<file path="src/rtl/dmem_arbiter.sv">
// dmem_arbiter: shares the single data-memory port between the pipeline (port 0) and an
// auxiliary requester (port 1), returning read data one cycle later with bounded port 1 wait.
module dmem_arbiter #(
   parameter int ADDR_WIDTH = 64,
   parameter int DATA_WIDTH = 64,
   parameter int MEM_ADDR_W = 10,
   parameter int MAX_WAIT   = 4
) (
   input  logic                  i_clk,
   input  logic                  i_arst,

   input  logic                  i_p0_req,
   input  logic                  i_p0_we,
   input  logic [ADDR_WIDTH-1:0] i_p0_addr,
   input  logic [DATA_WIDTH-1:0] i_p0_wdata,
   output logic                  o_p0_stall,
   output logic                  o_p0_rvalid,
   output logic [DATA_WIDTH-1:0] o_p0_rdata,

   input  logic                  i_p1_req,
   input  logic                  i_p1_we,
   input  logic [ADDR_WIDTH-1:0] i_p1_addr,
   input  logic [DATA_WIDTH-1:0] i_p1_wdata,
   output logic                  o_p1_gnt,
   output logic                  o_p1_rvalid,
   output logic [DATA_WIDTH-1:0] o_p1_rdata,

   output logic                  o_mem_we,
   output logic [MEM_ADDR_W-1:0] o_mem_addr,
   output logic [DATA_WIDTH-1:0] o_mem_wdata,
   input  logic [DATA_WIDTH-1:0] i_mem_rdata
);

   localparam logic [3:0] MAX_WAIT_C = 4'(MAX_WAIT);

   logic                  grant0_s;
   logic                  grant1_s;
   logic [3:0]            wait_q;
   logic [3:0]            wait_d;
   logic                  p0_rvalid_q;
   logic                  p0_rvalid_d;
   logic [DATA_WIDTH-1:0] p0_rdata_q;
   logic [DATA_WIDTH-1:0] p0_rdata_d;
   logic                  p1_rvalid_q;
   logic                  p1_rvalid_d;
   logic [DATA_WIDTH-1:0] p1_rdata_q;
   logic [DATA_WIDTH-1:0] p1_rdata_d;

   // Addresses wrap: bits above the memory index are deliberately dropped.
   logic                  unused_addr_s;
   assign unused_addr_s = ^{i_p0_addr[ADDR_WIDTH-1:MEM_ADDR_W], i_p1_addr[ADDR_WIDTH-1:MEM_ADDR_W]};

   // Grant: port 0 has priority unless port 1 has already lost MAX_WAIT cycles in a row.
   always_comb begin
      grant0_s = 1'b0;
      grant1_s = 1'b0;
      case ({i_p0_req, i_p1_req})
         2'b10: grant0_s = 1'b1;
         2'b01: grant1_s = 1'b1;
         2'b11: begin
            if (wait_q == MAX_WAIT_C) begin
               grant1_s = 1'b1;
            end else begin
               grant0_s = 1'b1;
            end
         end
         default: begin
            grant0_s = 1'b0;
            grant1_s = 1'b0;
         end
      endcase
   end

   // Memory port mux; idle cycles drive zeros so the bus is quiet.
   always_comb begin
      o_mem_we    = 1'b0;
      o_mem_addr  = '0;
      o_mem_wdata = '0;
      if (grant0_s) begin
         o_mem_we    = i_p0_we;
         o_mem_addr  = i_p0_addr[MEM_ADDR_W-1:0];
         o_mem_wdata = i_p0_wdata;
      end else if (grant1_s) begin
         o_mem_we    = i_p1_we;
         o_mem_addr  = i_p1_addr[MEM_ADDR_W-1:0];
         o_mem_wdata = i_p1_wdata;
      end else begin
         o_mem_we    = 1'b0;
         o_mem_addr  = '0;
         o_mem_wdata = '0;
      end
   end

   assign o_p0_stall = i_p0_req & ~grant0_s;
   assign o_p1_gnt   = grant1_s;

   // Starvation counter: counts consecutive lost port 1 cycles, saturating at MAX_WAIT.
   always_comb begin
      wait_d = 4'd0;
      if (i_p1_req && !grant1_s) begin
         if (wait_q >= MAX_WAIT_C) begin
            wait_d = MAX_WAIT_C;
         end else begin
            wait_d = wait_q + 4'd1;
         end
      end else begin
         wait_d = 4'd0;
      end
   end

   // Read return: a granted read captures memory data; the other port's data holds.
   always_comb begin
      p0_rvalid_d = grant0_s & ~i_p0_we;
      p1_rvalid_d = grant1_s & ~i_p1_we;
      p0_rdata_d  = p0_rdata_q;
      p1_rdata_d  = p1_rdata_q;
      if (p0_rvalid_d) begin
         p0_rdata_d = i_mem_rdata;
      end else begin
         p0_rdata_d = p0_rdata_q;
      end
      if (p1_rvalid_d) begin
         p1_rdata_d = i_mem_rdata;
      end else begin
         p1_rdata_d = p1_rdata_q;
      end
   end

   // State registers; reset drops any in-flight read return.
   always_ff @(posedge i_clk or negedge i_arst) begin
      if (!i_arst) begin
         wait_q      <= 4'd0;
         p0_rvalid_q <= 1'b0;
         p0_rdata_q  <= '0;
         p1_rvalid_q <= 1'b0;
         p1_rdata_q  <= '0;
      end else begin
         wait_q      <= wait_d;
         p0_rvalid_q <= p0_rvalid_d;
         p0_rdata_q  <= p0_rdata_d;
         p1_rvalid_q <= p1_rvalid_d;
         p1_rdata_q  <= p1_rdata_d;
      end
   end

   assign o_p0_rvalid = p0_rvalid_q;
   assign o_p0_rdata  = p0_rdata_q;
   assign o_p1_rvalid = p1_rvalid_q;
   assign o_p1_rdata  = p1_rdata_q;

endmodule

</file>
<file path="config.mk">
export PLATFORM = sky130hd
export DESIGN_NAME = dmem_arbiter
export DESIGN_NICKNAME = d
export VERILOG_FILES = /design/src/rtl/dmem_arbiter.sv
export SDC_FILE = /design/constraint.sdc
export NUM_CORES = 1
export LEC_CHECK = 0
export ABC_AREA = 1
export CAP_MARGIN = 0
export CORE_AREA = 5 5 202 204
export CTS_CLUSTER_SIZE = 30
export DETAILED_ROUTE_END_ITERATION = 12
export DIE_AREA = 0 0 207 209
export GPL_ROUTABILITY_DRIVEN = 0
export PLACE_DENSITY_LB_ADDON = 0.2
export SYNTH_ARGS = -nofsm -noshare
export SYNTH_HDL_FRONTEND = slang
export SYNTH_SLANG_ARGS = --single-unit
</file>
<file path="constraint.sdc">
create_clock -name i_clk -period 1.56 [get_ports i_clk]
set_input_delay 0.312 -clock i_clk [delete_from_list [all_inputs] [get_ports i_clk]]
set_output_delay 0.312 -clock i_clk [all_outputs]
set_load 0.005 [all_outputs]
</file>
==> results of run 1 <==
synthesized netlist by cell type:
| master | n |
|---|---|
| nand2_1 | 485 |
| ha_1 | 2 |
| buf_6 | 6 |
| nand2_2 | 2 |
| buf_2 | 31 |
| inv_2 | 2 |
| nand3_1 | 66 |
| nor2_1 | 5 |
| buf_4 | 8 |
| buf_1 | 8 |
| conb_1 | 1 |
| nand4_1 | 64 |
| dfrtp_1 | 134 |
| nor3_1 | 1 |
| o21ai_0 | 1 |
| inv_1 | 9 |
| clkbuf_1 | 12 |
cell families (layout without fill, tap and decap cells):
logic type,Yosys count,in the layout
AND/OR/NAND/NOR,623,624
flip-flops,134,134
buffers and inverters,76,595
adder cells (fa/ha/maj),2,2
other,1,1
AO/OA/AOI/OAI,1,1
final timing paths:
kind	startpoint	to	slack, ns	cells after the start
min reg2reg	o_p0_rdata[32]	o_p0_rdata[32]	0.46	2
min in group i_clk	i_mem_rdata[18]	o_p0_rdata[18]	0.46	3
max in group asynchronous	i_arst	o_p1_rdata[33]	0.65	3
max reg2reg	wait_q[0]	o_p0_rdata[59]	-0.62	14
max	wait_q[0]	o_mem_wdata[44]	-0.86	12
min	i_arst	o_p0_rdata[52]	0.34	2
timing repair:
item / CTS / global route
hold endpoints to repair: 24 / 0
gates resized for setup: 434 / 352
pin swaps: 50 / 14
setup endpoints to repair: 337 / 336
gates cloned: 10 / 23
buffers inserted: 21 / 37
hold buffers: 1 / 0
per-layer routing:
metal / share of wire (%) / routed length [um] / track usage [%]
met1: 46 / 18500 / 22.3
met2: 47 / 18900 / 24.6
met3: 6.3 / 2560 / 5.04
met4: 1.6 / 647 / 3.99
met5: 0 / 0 / 0
sequential cells by signal (all words and copies together) (netlist names):
name and cells:
o_p0_rdata 64, o_p0_rvalid 1, o_p1_rdata 64, o_p1_rvalid 1, wait_q 4
power by group through the flow:
| stage | logic (mW) | registers [mW] | clock network (mW) |
|---|---|---|---|
| 2_1_floorplan | 0.928 | 4.42 | 0 |
| 3_3_place_gp | 3.64 | 4.39 | 0 |
| 3_5_place_dp | 3.63 | 4.39 | 0 |
| 4_1_cts | 3.89 | 4.34 | 4.38 |
| 5_1_grt | 4.71 | 4.44 | 4.51 |
| 6_report | 4.39 | 4.38 | 4.26 |
critical path, stage by stage, from the launching register on:
cell,delay [ns]
dfrtp_1,0.37
inv_1,0.06
ha_2,0.19
nand3_4,0.09
buf_6,0.14
nand2_4,0.08
nand2_8,0.08
buf_12,0.15
buf_8,0.13
clkbuf_16,0.14
nand2_1,0.05
nand2_1,0.06
buf_2,0.13
layout make-up:
type / instances / share of cell area (%)
clock buffers: 19 / 3.08
clock inverters: 13 / 1.18
well taps: 525 / 4.57
flip-flops and latches: 134 / 23.3
repair buffers: 552 / 43.2
multi-input cells: 628 / 24.2
inverters: 11 / 0.409
==> metrics, run 1 <==
status=finished with violations; failing checks=setup timing; sequential element share of the synthesized area=52.6%; worst hold margin=0.336 ns; Detail Route Antenna Nets=0; Wirelength per Cell=21.5 um; most frequent cells in the layout=nand2_1 (308), clkdlybuf4s50_1 (215), dfrtp_1 (134), dlymetal6s2s_1 (129), nand2_2 (112); Final Worst Setup Slack=-0.863 ns; initial antenna violation count=0; Synth Area in Adders=0.393%; kind of end point of the critical path=output port; RSZ-0062 raised after global routing=yes; top cell type's share of synthesized area=52.6%; Final Non-Filler Cells=1882; total power=13.0 mW; setup TNS=-104.70 ns; Mapped Area=6370 um^2; layout cell share with drive strength beyond 1=31.4%; placed cell areas=11400 um^2; post-synthesis mux area share=0%; crit share post-route=155%; Vias=7838; compound-gate portion of the synthesized area=0.0785%; crit start category=flop; vias in the first global route=7582; Synth area leaders=dfrtp_1 (53%), nand2_1 (29%), nand4_1 (6.3%), nand3_1 (5.2%), buf_2 (2.4%); GR Util All Layers=16.1%; post-synthesis cell type count=17; FF+latch count, synth=134; switching power of the nets=3.93 mW; Max Fclk=0.413 GHz; pwr dens=906 nW/um^2; Max VDD drop=682 uV; Comb pwr share=33.7%; first-pass GRT wire length=53.1 mm; Crit Path Max Fanout=5; placed cells=1764; Mapped Nets=1165; grt ovf=0; DR pass1 iterations=7; Rel. slew slack=59.8%; WP data arrival=2.11 ns; HP Class=in -> async; clk slew on worst S/H paths=0.06 ns; sequential power share=33.6%; DRC Markers=0; TritonCTS Sinks=134; Core Box Area=39100 um^2; P_int=9.10 mW; boundary pin count=533; area grow syn2layout=125%; xor/xnor cell area share of the yosys netlist=0%; Nets=1672; diode count=0; commonest non-fill, non-tap cell in the layout=nand2_1; Clock Latency Late Sink=0.44 ns; Syn Inst Count=837; Starting Density=16.3%; Net Sw Frac=30.2%; Core Util, Final=36.8%; Die ar.=43300 um^2; area of the multi-input gates=3480 um^2; root buf cell=clkbuf_16; Clock power frac=32.7%; largest net degree at the start of global routing=47; Yosys warnings=0; count of input and output buffers=424; die height=209 um; Pins Over Slew Limit=0; Tightest Pin Transition=0.603 ns; CTS tree=done; Seq. cell area=3350 um^2; First DRT Iteration DRCs=442; # rows=73; post-placement worst setup slack=-0.897 ns; Routed WL=40.6 mm; H-tree levels=4; Via density=4.16; Die X-Extent=207 um; Worst Setup Path Type=reg -> out; max-capacitance violation count=0; # setup viols final=202; largest family of logic cells by synthesized area=simple AND/OR/NAND/NOR gates; largest area contributor in the netlist=dfrtp_1; clock buffer depth=2; skew final=0.0133 ns; DP HPWL=25.4 mm; # fillers=4054; Req. time, crit path=1.25 ns; Synth Area per Inst=7.61 um^2; final hold vios=0; number of buffers created by CTS=17; post-route cell area=14400 um^2; Leak=8.33 nW; Synth Area in Simple Gates=40.6%; fin crit period=2.42 ns
Power figures use the tool's default switching activity.
==> run 2, diff against run 1 <==
Settings changed: CORE_AREA 5 5 202 204 to 5 5 205 207, DIE_AREA 0 0 207 209 to 0 0 210 212.
Clock period 1.56 ns to 3.1 ns, I/O delays scaled along.
==> metrics, run 2 (same netlist as run 1, synthesis figures left out) <==
final hold vios=0 (unchanged); DR pass1 iterations=5 (-2); boundary pin count=533 (unchanged); clock buffer depth=2 (unchanged); Max Fclk=0.341 GHz; kind of end point of the critical path=output port; Tightest Pin Transition=0.893 ns (+0.290 ns); Req. time, crit path=2.48 ns (+1.23 ns); Clock power frac=33.0% (+0.3 points); # rows=74 (+1.4%); # fillers=4393 (+8.4%); DP HPWL=22.6 mm (-11%); switching power of the nets=1.68 mW (-57%); Wirelength per Cell=17.7 um (-18%); HP Class=in -> async; count of input and output buffers=424 (unchanged); Nets=1574 (-5.9%); first-pass GRT wire length=46.4 mm (-13%); Slowest-stage cell, CP=clkdlybuf4s50_1; Crit Path Max Fanout=10 (+5); number of buffers created by CTS=17 (unchanged); Core Box Area=40200 um^2 (+2.8%); layout cell share with drive strength beyond 1=6.04% (-25 points); fin crit period=2.93 ns; Die ar.=44500 um^2 (+2.9%); Final Worst Setup Slack=0.166 ns (+1.03 ns); Seq. cell area=3350 um^2 (unchanged); sequential power share=37.0% (+3.4 points); status=complete, no violations; H-tree levels=4 (unchanged); die height=212 um (+1.4%); CTS tree=done; Detail Route Antenna Nets=0 (unchanged); Comb pwr share=30.0% (-3.7 points); RSZ-0062 raised after global routing=no; clk slew on worst S/H paths=0.06 ns (about the same); largest net degree at the start of global routing=66 (+40%); Clock Latency Late Sink=0.43 ns (about the same); worst hold margin=0.125 ns (-0.211 ns); post-placement worst setup slack=-0.153 ns (+0.745 ns); Final Non-Filler Cells=1792 (-4.8%); crit share post-route=94.6%; crit start category=flop; Die X-Extent=210 um (+1.4%); worst-path cell chain=inv_1, ha_1, nand3_2, nand2_2, nand2_2, inv_8, buf_12, nand2_1, nand2_1, clkdlybuf4s50_1; Routed WL=31.6 mm (-22%); initial antenna violation count=4 (+4); DRC Markers=0 (unchanged); pwr dens=495 nW/um^2 (-45%); Starting Density=15.9% (-0.44 points); Max VDD drop=287 uV (-58%); P_int=4.22 mW (-54%); Leak=5.63 nW (-32%); Net Sw Frac=28.5% (-1.6 points); area of the multi-input gates=2650 um^2 (-24%); setup TNS=0 ns (+104.70 ns); total power=5.90 mW (-55%); CTS hold repair buffers=0 (-1); Vias=7053 (-10%); First DRT Iteration DRCs=323 (-27%); skew final=0.0162 ns (+0.00294 ns); Rel. slew slack=40.4% (-19 points); TritonCTS Sinks=134 (unchanged); grt ovf=0 (unchanged); max-capacitance violation count=0 (unchanged); root buf cell=clkbuf_16; vias in the first global route=7393 (-2.5%); commonest non-fill, non-tap cell in the layout=nand2_1; # setup viols final=0 (-100%); area grow syn2layout=87.1%; Via density=3.94 (-5.5%); Worst Setup Path Type=reg -> out; crit-path max cell delay=0.51 ns (+0.14 ns); Pins Over Slew Limit=0 (unchanged); WP data arrival=2.31 ns (+0.20 ns); most frequent cells in the layout=nand2_1 (482), clkdlybuf4s50_1 (420), dfrtp_1 (134), nand3_1 (64), nand4_1 (64); placed cells=1753 (-0.62%); GR Util All Layers=13.5% (-2.6 points)
==> run 2: cell count changes in the layout (fill, tap and decap cells not counted), moves of 9 or more <==
cell	before	now
buf_12	25	10
buf_16	11	1
buf_2	55	1
buf_4	53	19
buf_6	37	1
buf_8	9	0
clkbuf_16	33	18
clkdlybuf4s50_1	215	420
dlymetal6s2s_1	129	2
nand2_1	308	482
nand2_2	112	4
nand2_4	64	0
==> run 2: per-layer routing <==
metal  routed length [um]  track usage (%)
met1                13400             17.5
met2                15400             21.8
met3                 2280             4.77
met4                  442             2.97
met5                   21                0
==> run 2: final cells by class <==
class	count	area share, %
antenna	1	0.0210
clock buffer	19	3.80
clock inverter	13	0.902
inverter	11	0.409
multi-input combinational	627	22.2
sequential	134	28.1
tap	532	5.58
timing repair buffer	455	38.9
==> run 2: final timing paths <==
path / startpoint / to / slack [ns] / depth (start not counted)
worst max-delay path: wait_q[1] / o_mem_addr[5] / 0.17 / 10
worst min-delay path: i_arst / o_p1_rdata[38] / 0.13 / 1
worst max register to register: wait_q[1] / o_p1_rdata[61] / 0.28 / 9
worst min register to register: o_p0_rdata[39] / o_p0_rdata[39] / 0.47 / 2
max in group asynchronous: i_arst / o_p0_rdata[57] / 2.30 / 2
min in group i_clk: o_p0_rdata[39] / o_p0_rdata[39] / 0.47 / 2
==> run 2: worst max-delay path: cells and delay by family, from the launching register on <==
| kind | cells | cell delay [ns] |
|---|---|---|
| flip-flops | 1 | 0.38 |
| adder cells (fa/ha/maj) | 1 | 0.15 |
| buffers and inverters | 4 | 0.85 |
| AND/OR/NAND/NOR | 5 | 0.49 |
==> run 2: power by group through the flow <==
stage          Sequential (mW)  Clock [mW]  Combinational [mW]
2_1_floorplan             2.22           0               0.460
3_3_place_gp              2.21           0                1.78
3_5_place_dp              2.21           0                1.77
4_1_cts                   2.19        2.02                1.79
5_1_grt                   2.22        2.09                1.93
6_report                  2.18        1.95                1.77
==> run 2: per-stage QoR <==
stage	util [%]	area, um^2
global route	29.7	11900
detailed placement	27.9	11200
global placement	27.9	11200
finish	29.7	11900
floorplan	-	6370
CTS	29.5	11800
==> run 2: repair_timing <==
| action | in CTS | in global routing |
|---|---|---|
| resized for setup | 3 | 12 |
| cloned | 1 | 1 |
| endpoints found under the setup margin | 39 | 74 |
| endpoints found under the hold margin | 0 | 0 |
| setup buffers | 1 | 3 |
==> run 3, diff against run 2 <==
Settings changed: CAP_MARGIN 0 to 5, RECOVER_POWER set to 50.
==> metrics, run 3 (same netlist as run 1, synthesis figures left out) <==
count of input and output buffers=424 (unchanged); first-pass GRT wire length=46.4 mm (unchanged); Max VDD drop=287 uV (+0.29%); final hold vios=0 (unchanged); Via density=3.92 (-0.40%); crit share post-route=94.7% (about the same); Detail Route Antenna Nets=0 (unchanged); die height=212 um (unchanged); Die ar.=44500 um^2 (unchanged); placed cells=1753 (unchanged); largest net degree at the start of global routing=66 (unchanged); CTS tree=done; GR Util All Layers=13.5% (unchanged); # fillers=4394 (+0.023%); fin crit period=2.94 ns (+0.00261 ns); RSZ-0062 raised after global routing=no; crit start category=flop; Die X-Extent=210 um (unchanged); kind of end point of the critical path=output port; total power=5.81 mW (-1.6%); Req. time, crit path=2.48 ns (about the same); skew final=0.0183 ns (+0.00211 ns); Final Non-Filler Cells=1792 (unchanged); vias in the first global route=7393 (unchanged); # setup viols final=0 (unchanged); Routed WL=31.6 mm (-0.14%); Pins Over Slew Limit=46 (+46); WP data arrival=2.32 ns (about the same); commonest non-fill, non-tap cell in the layout=nand2_1; boundary pin count=533 (unchanged); pwr dens=487 nW/um^2 (-1.5%); clk slew on worst S/H paths=0.06 ns (about the same); Wirelength per Cell=17.6 um (-0.14%); initial antenna violation count=4 (unchanged); Final Worst Setup Slack=0.164 ns (-0.00261 ns); grt ovf=0 (unchanged); TritonCTS Sinks=134 (unchanged); # rows=74 (unchanged); Clock Latency Late Sink=0.43 ns (about the same); clock buffer depth=2 (unchanged); H-tree levels=4 (unchanged); Starting Density=15.9% (unchanged); post-placement worst setup slack=-0.153 ns (unchanged); worst hold margin=0.462 ns (+0.337 ns); Vias=7025 (-0.40%); Max Fclk=0.341 GHz (about the same); Leak=5.75 nW (+2.2%); most frequent cells in the layout=nand2_1 (482), clkdlybuf4s50_1 (320), dfrtp_1 (134), dlygate4sd3_1 (100); DP HPWL=22.6 mm (unchanged); Tightest Pin Transition=2.31 ns (+1.42 ns); root buf cell=clkbuf_16; Nets=1574 (unchanged); First DRT Iteration DRCs=311 (-3.7%); status=finished with violations; Crit Path Max Fanout=10 (unchanged); DRC Markers=0 (unchanged); max-capacitance violation count=1 (+1); Rel. slew slack=-54.0% (-94 points); failing checks=capacitance limit, slew limit; Worst Setup Path Type=reg -> out; layout cell share with drive strength beyond 1=5.88% (-0.16 points); area grow syn2layout=87.0% (about the same); HP Class=reg -> reg; number of buffers created by CTS=17 (unchanged); CTS hold repair buffers=0 (unchanged); Core Box Area=40200 um^2 (unchanged); DR pass1 iterations=4 (-1)
[run 3: area by class of cell]
cell class,instances,area [um^2],share of cell area [%]
diodes,1,2.50,0.0210
clock buffers,19,453,3.80
clock inverters,13,108,0.903
inverters,11,48.8,0.409
multi-input cells,627,2650,22.3
flip-flops and latches,134,3350,28.1
well taps,532,666,5.59
repair buffers,455,4630,38.9
[run 3: stage by stage]
| step | instance area [um^2] | setup TNS, ns | util [%] |
|---|---|---|---|
| after CTS | 11800 | -0.387 | 29.5 |
| after global placement | 11200 | -6.80 | 27.9 |
| after floorplan | 6370 | 0 | - |
| final | 11900 | 0 | 29.7 |
| after detailed placement | 11200 | -6.45 | 27.9 |
| after global routing | 11900 | 0 | 29.7 |
[run 3: routing by layer]
layer | vias to the layer above | global-route usage [%] | part of all wire, % | routed length [um]
met2 | 225 | 21.8 | 49 | 15400
met5 | - | 0 | 0.066 | 21
li1 | 3490 | - | - | -
met3 | 32 | 4.77 | 7.0 | 2210
met4 | 4 | 2.97 | 1.4 | 437
met1 | 3274 | 17.5 | 43 | 13500
[run 3: worst paths after layout]
check,slack [ns],end,cells after the start,from
min in group asynchronous,1.04,o_p1_rdata[38],1,i_arst
worst max-delay path,0.16,o_mem_addr[5],10,wait_q[1]
worst min register to register,0.46,o_p0_rdata[39],2,o_p0_rdata[39]
max in group asynchronous,0.72,o_p1_rdata[3],1,i_arst
worst max register to register,0.28,o_p1_rdata[61],9,wait_q[1]
worst min-delay path,0.46,o_p0_rdata[39],2,o_p0_rdata[39]
[run 3: power by group]
group | total [mW] | internal [mW] | leakage [nW] | switching, mW
combinational | 1.69 | 0.968 | 3.80 | 0.720
clock | 1.95 | 1.14 | 0.282 | 0.807
sequential | 2.17 | 2.03 | 1.67 | 0.145
[run 3: worst max-delay path, cell delays in order, from the launching register on]
cell,delay [ns]
dfrtp_1,0.38
inv_1,0.06
ha_1,0.15
nand3_2,0.12
nand2_2,0.09
nand2_2,0.10
inv_8,0.13
buf_12,0.15
nand2_1,0.11
nand2_1,0.08
clkdlybuf4s50_1,0.52
[run 3: repair_timing]
action | CTS | global route
gates resized for setup | 3 | 12
setup buffers | 1 | 3
hold endpoints to repair | 0 | 0
cloned | 1 | 1
pin swaps | 0 | 0
setup endpoints to repair | 39 | 74
